`src/rtl/id_stage_pipe.sv`:
```
// Instruction-decode stage. It holds the register file with a same-cycle write-back
// bypass, generates the immediate, detects load-use hazards against EX, and drives a
// registered ID/EX output with a valid/ready handshake.
module id_stage_pipe #(
    parameter int unsigned N    = 32,
    parameter int unsigned NREG = 32,
    parameter int unsigned CW   = 16
) (
    input  logic          clk,
    input  logic          reset,
    input  logic          in_valid,
    output logic          in_ready,
    input  logic [31:0]   instruction,
    input  logic          rb_selector,
    input  logic [1:0]    ext_selector,
    input  logic          we,
    input  logic [4:0]    wr_addr,
    input  logic [N-1:0]  wd,
    input  logic          ex_load_valid,
    input  logic [4:0]    ex_load_rd,
    output logic          out_valid,
    input  logic          out_ready,
    output logic [2:0]    op,
    output logic [1:0]    func,
    output logic [4:0]    ra,
    output logic [4:0]    rb,
    output logic [4:0]    rw,
    output logic [N-1:0]  rda,
    output logic [N-1:0]  rdb,
    output logic [N-1:0]  extended,
    output logic [CW-1:0] stall_count
);

    localparam int unsigned AW = (NREG > 1) ? $clog2(NREG) : 1;

    logic [N-1:0] rf_q [NREG];

    logic [2:0] dec_op;
    logic [1:0] dec_func;
    logic [4:0] dec_ra, dec_rb, dec_rw, src_b;
    logic [AW-1:0] ra_idx, rb_idx, wr_idx;
    logic [N-1:0] rda_raw, rdb_raw, ext_raw;
    logic hazard, accept;

    logic          valid_q, valid_d;
    logic [2:0]    op_q, op_d;
    logic [1:0]    func_q, func_d;
    logic [4:0]    ra_q, ra_d, rb_q, rb_d, rw_q, rw_d;
    logic [N-1:0]  rda_q, rda_d, rdb_q, rdb_d, ext_q, ext_d;
    logic [CW-1:0] stall_q, stall_d;

    assign dec_op   = instruction[31:29];
    assign dec_rw   = instruction[28:24];
    assign dec_ra   = instruction[23:19];
    assign dec_rb   = instruction[18:14];
    assign dec_func = instruction[1:0];
    assign src_b    = rb_selector ? dec_rw : dec_rb;

    assign ra_idx = dec_ra[AW-1:0];
    assign rb_idx = src_b[AW-1:0];
    assign wr_idx = wr_addr[AW-1:0];

    // Only a load whose result is not yet available can stall; r0 never carries data.
    assign hazard = in_valid && ex_load_valid && (ex_load_rd != 5'd0) &&
                    ((ex_load_rd == dec_ra) || (ex_load_rd == src_b));
    assign in_ready = reset && (!valid_q || out_ready) && !hazard;
    assign accept   = in_valid && in_ready;

    // Register file: synchronous clear on reset, write-back on the clock edge.
    always_ff @(posedge clk) begin
        if (!reset) begin
            for (int unsigned i = 0; i < NREG; i++) begin
                rf_q[i] <= '0;
            end
        end else if (we && (wr_idx != '0)) begin
            rf_q[wr_idx] <= wd;
        end
    end

    // Port A read with write-back bypass; r0 is hard-wired to zero.
    always_comb begin
        rda_raw = rf_q[ra_idx];
        if (ra_idx == '0) begin
            rda_raw = '0;
        end else if (we && (wr_idx == ra_idx)) begin
            rda_raw = wd;
        end
    end

    // Port B read with write-back bypass; r0 is hard-wired to zero.
    always_comb begin
        rdb_raw = rf_q[rb_idx];
        if (rb_idx == '0) begin
            rdb_raw = '0;
        end else if (we && (wr_idx == rb_idx)) begin
            rdb_raw = wd;
        end
    end

    // Immediate generation: 14-bit or 29-bit field, zero- or sign-extended.
    always_comb begin
        ext_raw = '0;
        unique case (ext_selector)
            2'b00: ext_raw = {{(N-14){1'b0}}, instruction[13:0]};
            2'b01: ext_raw = {{(N-14){instruction[13]}}, instruction[13:0]};
            2'b10: ext_raw = {{(N-29){1'b0}}, instruction[28:0]};
            2'b11: ext_raw = {{(N-29){instruction[28]}}, instruction[28:0]};
            default: ext_raw = '0;
        endcase
    end

    // ID/EX next state: load on accept, drop valid once consumed, otherwise hold.
    always_comb begin
        valid_d = valid_q;
        op_d    = op_q;
        func_d  = func_q;
        ra_d    = ra_q;
        rb_d    = rb_q;
        rw_d    = rw_q;
        rda_d   = rda_q;
        rdb_d   = rdb_q;
        ext_d   = ext_q;
        stall_d = stall_q;
        if (accept) begin
            valid_d = 1'b1;
            op_d    = dec_op;
            func_d  = dec_func;
            ra_d    = dec_ra;
            rb_d    = dec_rb;
            rw_d    = dec_rw;
            rda_d   = rda_raw;
            rdb_d   = rdb_raw;
            ext_d   = ext_raw;
        end else if (out_ready) begin
            valid_d = 1'b0;
        end
        if (hazard && (stall_q != '1)) begin
            stall_d = stall_q + CW'(1);
        end
    end

    // ID/EX and stall counter registers with synchronous active-low reset.
    always_ff @(posedge clk) begin
        if (!reset) begin
            valid_q <= 1'b0;
            op_q    <= '0;
            func_q  <= '0;
            ra_q    <= '0;
            rb_q    <= '0;
            rw_q    <= '0;
            rda_q   <= '0;
            rdb_q   <= '0;
            ext_q   <= '0;
            stall_q <= '0;
        end else begin
            valid_q <= valid_d;
            op_q    <= op_d;
            func_q  <= func_d;
            ra_q    <= ra_d;
            rb_q    <= rb_d;
            rw_q    <= rw_d;
            rda_q   <= rda_d;
            rdb_q   <= rdb_d;
            ext_q   <= ext_d;
            stall_q <= stall_d;
        end
    end

    assign out_valid   = valid_q;
    assign op          = op_q;
    assign func        = func_q;
    assign ra          = ra_q;
    assign rb          = rb_q;
    assign rw          = rw_q;
    assign rda         = rda_q;
    assign rdb         = rdb_q;
    assign extended    = ext_q;
    assign stall_count = stall_q;

endmodule

```
`config.mk`:
```
export PLATFORM = sky130hd
export DESIGN_NAME = id_stage_pipe
export DESIGN_NICKNAME = d
export VERILOG_FILES = /design/src/rtl/id_stage_pipe.sv
export SDC_FILE = /design/constraint.sdc
export NUM_CORES = 2
export LEC_CHECK = 0
export BUFFER_PORTS_ARGS = -buffer_cell sky130_fd_sc_hd__buf_2
export CORE_MARGIN = 2
export CORE_UTILIZATION = 35
export DETAILED_ROUTE_END_ITERATION = 10
export GPL_TIMING_DRIVEN = 0
export MAX_ROUTING_LAYER = met4
export PLACE_DENSITY_LB_ADDON = 0.2
export SETUP_SLACK_MARGIN = 0.05
export SYNTH_ARGS = -nofsm -noshare
export SYNTH_HDL_FRONTEND = slang
export SYNTH_SLANG_ARGS = --single-unit
```
`constraint.sdc`:
```
create_clock -name clk -period 10 [get_ports clk]
set_input_delay 1.5 -clock clk [delete_from_list [all_inputs] [get_ports clk]]
set_output_delay 1.5 -clock clk [all_outputs]
set_load 0.02 [all_outputs]
```
-- Word level (Yosys, flattened, before mapping)
Memories as Yosys holds them, arrays and structs flattened.
Index checks and enable logic that the tools add are counted.
- logic and storage cells: 56
- register bits after elaboration: 133
- memories: 1
- output and inout port bits: 134
- input bits: 83
- bits in writable memories: 1024
- equal/unequal tests: 8
- add/sub/neg operators: 1
- reduce and logical (&&, ||, !) cells: 21
- mux-type cells: 15
- memories (memory ; words ; width ; rd ports ; clocked after Yosys merged registers in ; write ports ; RTL line ; text):
    rf_q ; 32 ; 32 ; 2 ; 0 ; 32 ; 36 ; logic [N-1:0] rf_q [NREG];
- operators by type and width (cell ; number):
    2-to-1 mux 32 bit ; 5
    one-hot mux 32 bit (4 select lines) ; 1
    OR reduction 32 bit ; 1
    equality test 5 bit ; 4
    adder 16 x 1 -> 16 bit (second input constant) ; 1
    inequality test 16 bit (second input constant) ; 1
    logical AND 1 bit ; 10
    zero test 5 bit ; 2
    2-to-1 mux 5 bit ; 2
    nonzero test 5 bit ; 2
    2-to-1 mux 1 bit ; 7
    equality test 2 bit (second input constant) ; 2
    equality test 2 x 1 -> 1 bit (second input constant) ; 1
    zero test 1 bit ; 2
    zero test 2 bit ; 1
    logical OR 1 bit ; 2
    nonzero test 2 bit ; 1

-- Logic depth before layout (Yosys ltp)
- depth after elaboration: 8
- depth in mapped cells: 12
- mapped depth without buffers: 7

-- Worst setup path after synthesis
No wires, ideal clock.
- path type: in2reg
- from: input wr_addr[2]
- to: memory rf_q[28][0], enable pin
- setup slack: 4.751 ns
- library setup time: 0.466 ns
- stages: 6
- required time: 9.534 ns
- data arrival time: 4.783 ns
- path buffers: 3
- path through: clkbuf_1 or3_1 clkbuf_1 nand3b_1 clkbuf_1 o21ai_0
- RTL lines (item ; RTL line ; text):
    start: declaration ; 17 ; input logic [4:0] wr_addr,
    end: declaration ; 36 ;

-- Final worst setup path
- from: input instruction[21]
- to: register rda_q[11], in the netlist rda[11]
- cells in the longest elaborated chain, start to end: 6
- elaborated cells on any way between the ends: 12
- those cells by class: eq/ne (2); mux (2); reduce/logical (7); memory (1)
- RTL lines (item ; RTL line ; text):
    start: declaration ; 13 ; input logic [31:0] instruction,
    parallel branches: the longest is 6 deep, another holds memory read (32 x 32 bit) ; -- ;
    end signal: assignment ; 162 ; rda_q <= rda_d;
    end: declaration ; 49 ; logic [N-1:0] rda_q, rda_d, rdb_q, rdb_d, ext_q, ext_d;
Parallel ways; which one is timed is not known.
A chain may end at the register's enable or synchronous reset.

==> summary.md <==
| Metric | Value |
|---|---|
| RSZ-0062 raised after global routing | false |
| Failing checks | capacitance limit, slew limit |
| Setup Viol. Count Final | 0 |
| Simple-Gate Fraction of Synth Area | between 10% and 20% |
| Port buffer count | 206 |
| Post-synthesis mux area share | 20.32% |
| Synthesized area per cell | between 10 and 15 sq um |
| Largest net degree at the start of global routing | 42 |
| Crit Reg-Reg Endpoint | rdb[4] |
| Core area | 169700 sq um |
| Hold EP | rda[29] |
| CP arrival | just over 6 ns |
| Ys flop type | edfxtp_1 |
| Pleak | ~24 nW |
| TritonCTS clock tree | yes |
| Initial antenna violation count | 13 |
| Setup Skew | between 0.03 and 0.04 ns |
| Status | finished with violations |
| YS warnings | 0 |
| Root Buffer | clkbuf_16 |
| Minimum clock period | 5.523 ns |
| Pins Over Slew Limit | 11 |
| Final Hold Viols | 0 |
| Hold Crit Class | reg2reg |
| Unique masters post-synth | 54 |
| Worst-Margin Slew | between 1.5 and 2 ns |
| Setup crit end kind | register |
| Gr usage total | 28.53% |
| Cell count of the worst hold path | 2 |
| Number of DRC markers in iteration 0 | approximately 5.5k |
| Remaining antenna violation count | 0 |
| Top cells by area, synth | edfxtp_1, mux4_2, and2_1, dfxtp_1, mux2i_1 |
| 1st-pass router iterations | 6 |
| Synth top area share | 51.34% |
| Site row count | 151 |
| Sequential standard cell area | 33330 sq um |
| Max VDD drop | 0.1813 mV |
| Synth Area in Adders | 0.02089% |
| Cells after Synth | between 4k and 5k |
| Compound-Gate Fraction of Synth Area | between 4 and 5% |
| Die area | 174500 sq um |
| GR Overflow Total | 0 |
| Per-cell routed wire length | roughly 34 um |
| Worst path required time | around 11 ns |
| Final core occ | approximately two fifths |
| Final nets | roughly 5k |
| Finished Cell Area | approximately 69000 sq um |
| Via/cell ratio | between 5 and 6 |
| CTS Buf Count | 135 |
| Placed Cells | about 7k |
| Min-delay src | rda[29] |
| Seq/Total Area, Yosys | between 50% and 60% |
| Count leader, synth | edfxtp_1 |
| Max cap viols | 1 |
| Clock Sinks | 1153 |
| Mapped Area | roughly 60000 sq um |
| Setup CP Type | in2reg |
| Post_cts resized | 0 |
| Slew HR | -4.223% |
| F_max | approximately 0.18 GHz |
| Share of post-route cells with drive strength above 1 | 20.49% |
| EDFF count, synth | 1024 |
| Gpl congestion | roughly 1.0 |
| Area Overhead vs Synth | 15.73% |
| Final-layout fill cell count | about 16k |
| DIE WIDTH | between 400 and 500 um |
| Post-CTS Repair Setup Buffers | 0 |
| Setup TNS | 0 ns |
| H-tree depth | 4 |
| Starting Density | about a third |
| Worst flop-to-flop path startpoint | out_valid |
| Final instance count without filler cells | slightly above 7k |
| CTS Hold Bufs | 0 |
| Multi-input gate area | 25180 sq um |
| Power density over the cells | around 180 nW/um^2 |
| Post-synth top cells | edfxtp_1, and2_1, mux4_2 |
| DRC viols | 0 |
| Worst-Skew Late Latency | approximately 0.80 ns |
| Leading area contributor after synthesis | edfxtp_1 |
| Clock Tree Buf Depth | 3 |
| Reg2reg path depth | 7 |
| Die height | approximately 420 um |
| R2R setup slack | roughly 6.6 ns |
| Overall Power | 0.01244 W |
| Largest family of logic cells by synthesized area | multiplexers |
| Cell Area, Placed | approximately 65000 sq um |
| IO Count | about 220 |
| Vias in the first global route | between 40k and 50k |
| Crit-path max FO | 10 |
| Vias | between 40k and 50k |
| Asr flop ratio synth | 0% |
| Final WL | about 240000 um |
| Type of origin of the critical path | input pin |
| FF+latch count, synth | approximately 1.2k |
| Crit share post-route | a little under three fifths |
| Clk pin slew, worst setup/hold paths | 0.06 ns |
| XOR/XNOR share of the synthesized area | less than 1% |
| DP HPWL | around 190000 um |
| Global-route wire length before repair | between 300000 and 400000 um |
==> per-stage QoR <==
step	worst slack (ns)	hold slack (ns)
2_1_floorplan	4.751	0.5344
3_3_place_gp	0.4595	0.4366
3_5_place_dp	3.816	0.4422
4_1_cts	4.595	0.4561
5_1_grt	4.538	0.4888
6_report	4.477	0.4484
==> critical path, stage by stage <==
cell and delay (ns):
clkbuf_1 0.74, buf_2 0.68, buf_1 0.83, xnor2_1 0.20, nand3_1 0.66, clkbuf_1 0.55
o21ai_0 0.81, o21ai_0 0.16
==> registers in the layout, indices dropped and copies added (netlist names) <==
| name | cells |
|---|---|
| extended | 29 |
| func | 1 |
| op | 3 |
| out_valid | 1 |
| ra | 5 |
| rb | 5 |
| rda | 32 |
| rdb | 32 |
| rf_q | 1024 |
| rw | 5 |
| stall_count | 16 |
==> how the worst max path moves through the flow <==
stage	slack [ns]	to	startpoint	cells after the start
floorplan	4.75	rf_q[28][0]	wr_addr[2]	6
global placement	0.46	rf_q[29][5]	reset	5
detailed placement	3.82	rda[1]	instruction[20]	9
CTS	4.59	in_ready	instruction[20]	7
global route	4.54	rda[11]	instruction[21]	8
finish	4.48	rda[11]	instruction[21]	8
==> kinds of logic after synthesis <==
logic type,after synthesis
compound gates,422
xor+xnor,34
fa+ha+maj,1
buf+inv,462
flops,1153
mux,649
other cells,1
simple gates,1728
==> report_power, final <==
part | total (W) | switching [W] | leakage [nW] | internal, W
clock network | 0.00490 | 0.00210 | 2.09 | 0.00280
logic | 0.00185 | 0.00120 | 11.2 | 0.000646
registers | 0.00568 | 0.000169 | 10.8 | 0.00551
total | 0.0124 | 0.00348 | 24.1 | 0.00896
==> final cells by class <==
cell class	count	share of cell area, %
diodes	10	0.03610
plain buffers	458	2.691
clock buffers	186	5.451
clock inverters	58	0.6859
inverters	4	0.02166
multi-input cells	2866	36.33
flip-flops and latches	1153	48.09
well taps	2218	4.004
repair buffers	244	2.691
==> layer usage <==
metal	vias to the layer above	wire (um)	share of wire [%]	track usage (%)
met5	-	0	0	-
met4	0	21550	8.8	21.08
met3	564	19030	7.8	4.720
met2	2258	108300	44	41.72
met1	21715	94900	39	35.77
li1	17613	-	-	-
==> placed cells by master, fill, tap and decap left out, types with 5 or more instances in the layout <==
master	count
buf_16	11
clkbuf_8	8
buf_2	272
buf_12	26
or4_1	5
nand3b_1	5
clkinv_2	22
a31oi_1	63
clkbuf_1	386
o21ai_4	31
nor3_1	7
nand4_1	66
a22oi_1	31
xnor2_1	25
clkinv_1	18
o211ai_1	33
buf_4	8
a21oi_1	20
o21ai_0	111
clkbuf_2	13
buf_1	19
dfxtp_1	129
edfxtp_1	1024
bufinv_16	6
nand2_1	391
inv_6	7
conb_1	32
a221oi_1	62
clkbuf_16	141
nor2_1	101
o21ai_1	16
o2111ai_1	31
nand3_1	134
and2_1	992
xor2_1	9
mux2i_1	191
mux4_2	452
diode_2	10
a211oi_1	18
nor4_1	7
Note: power is estimated with default switching activity, not from simulation.
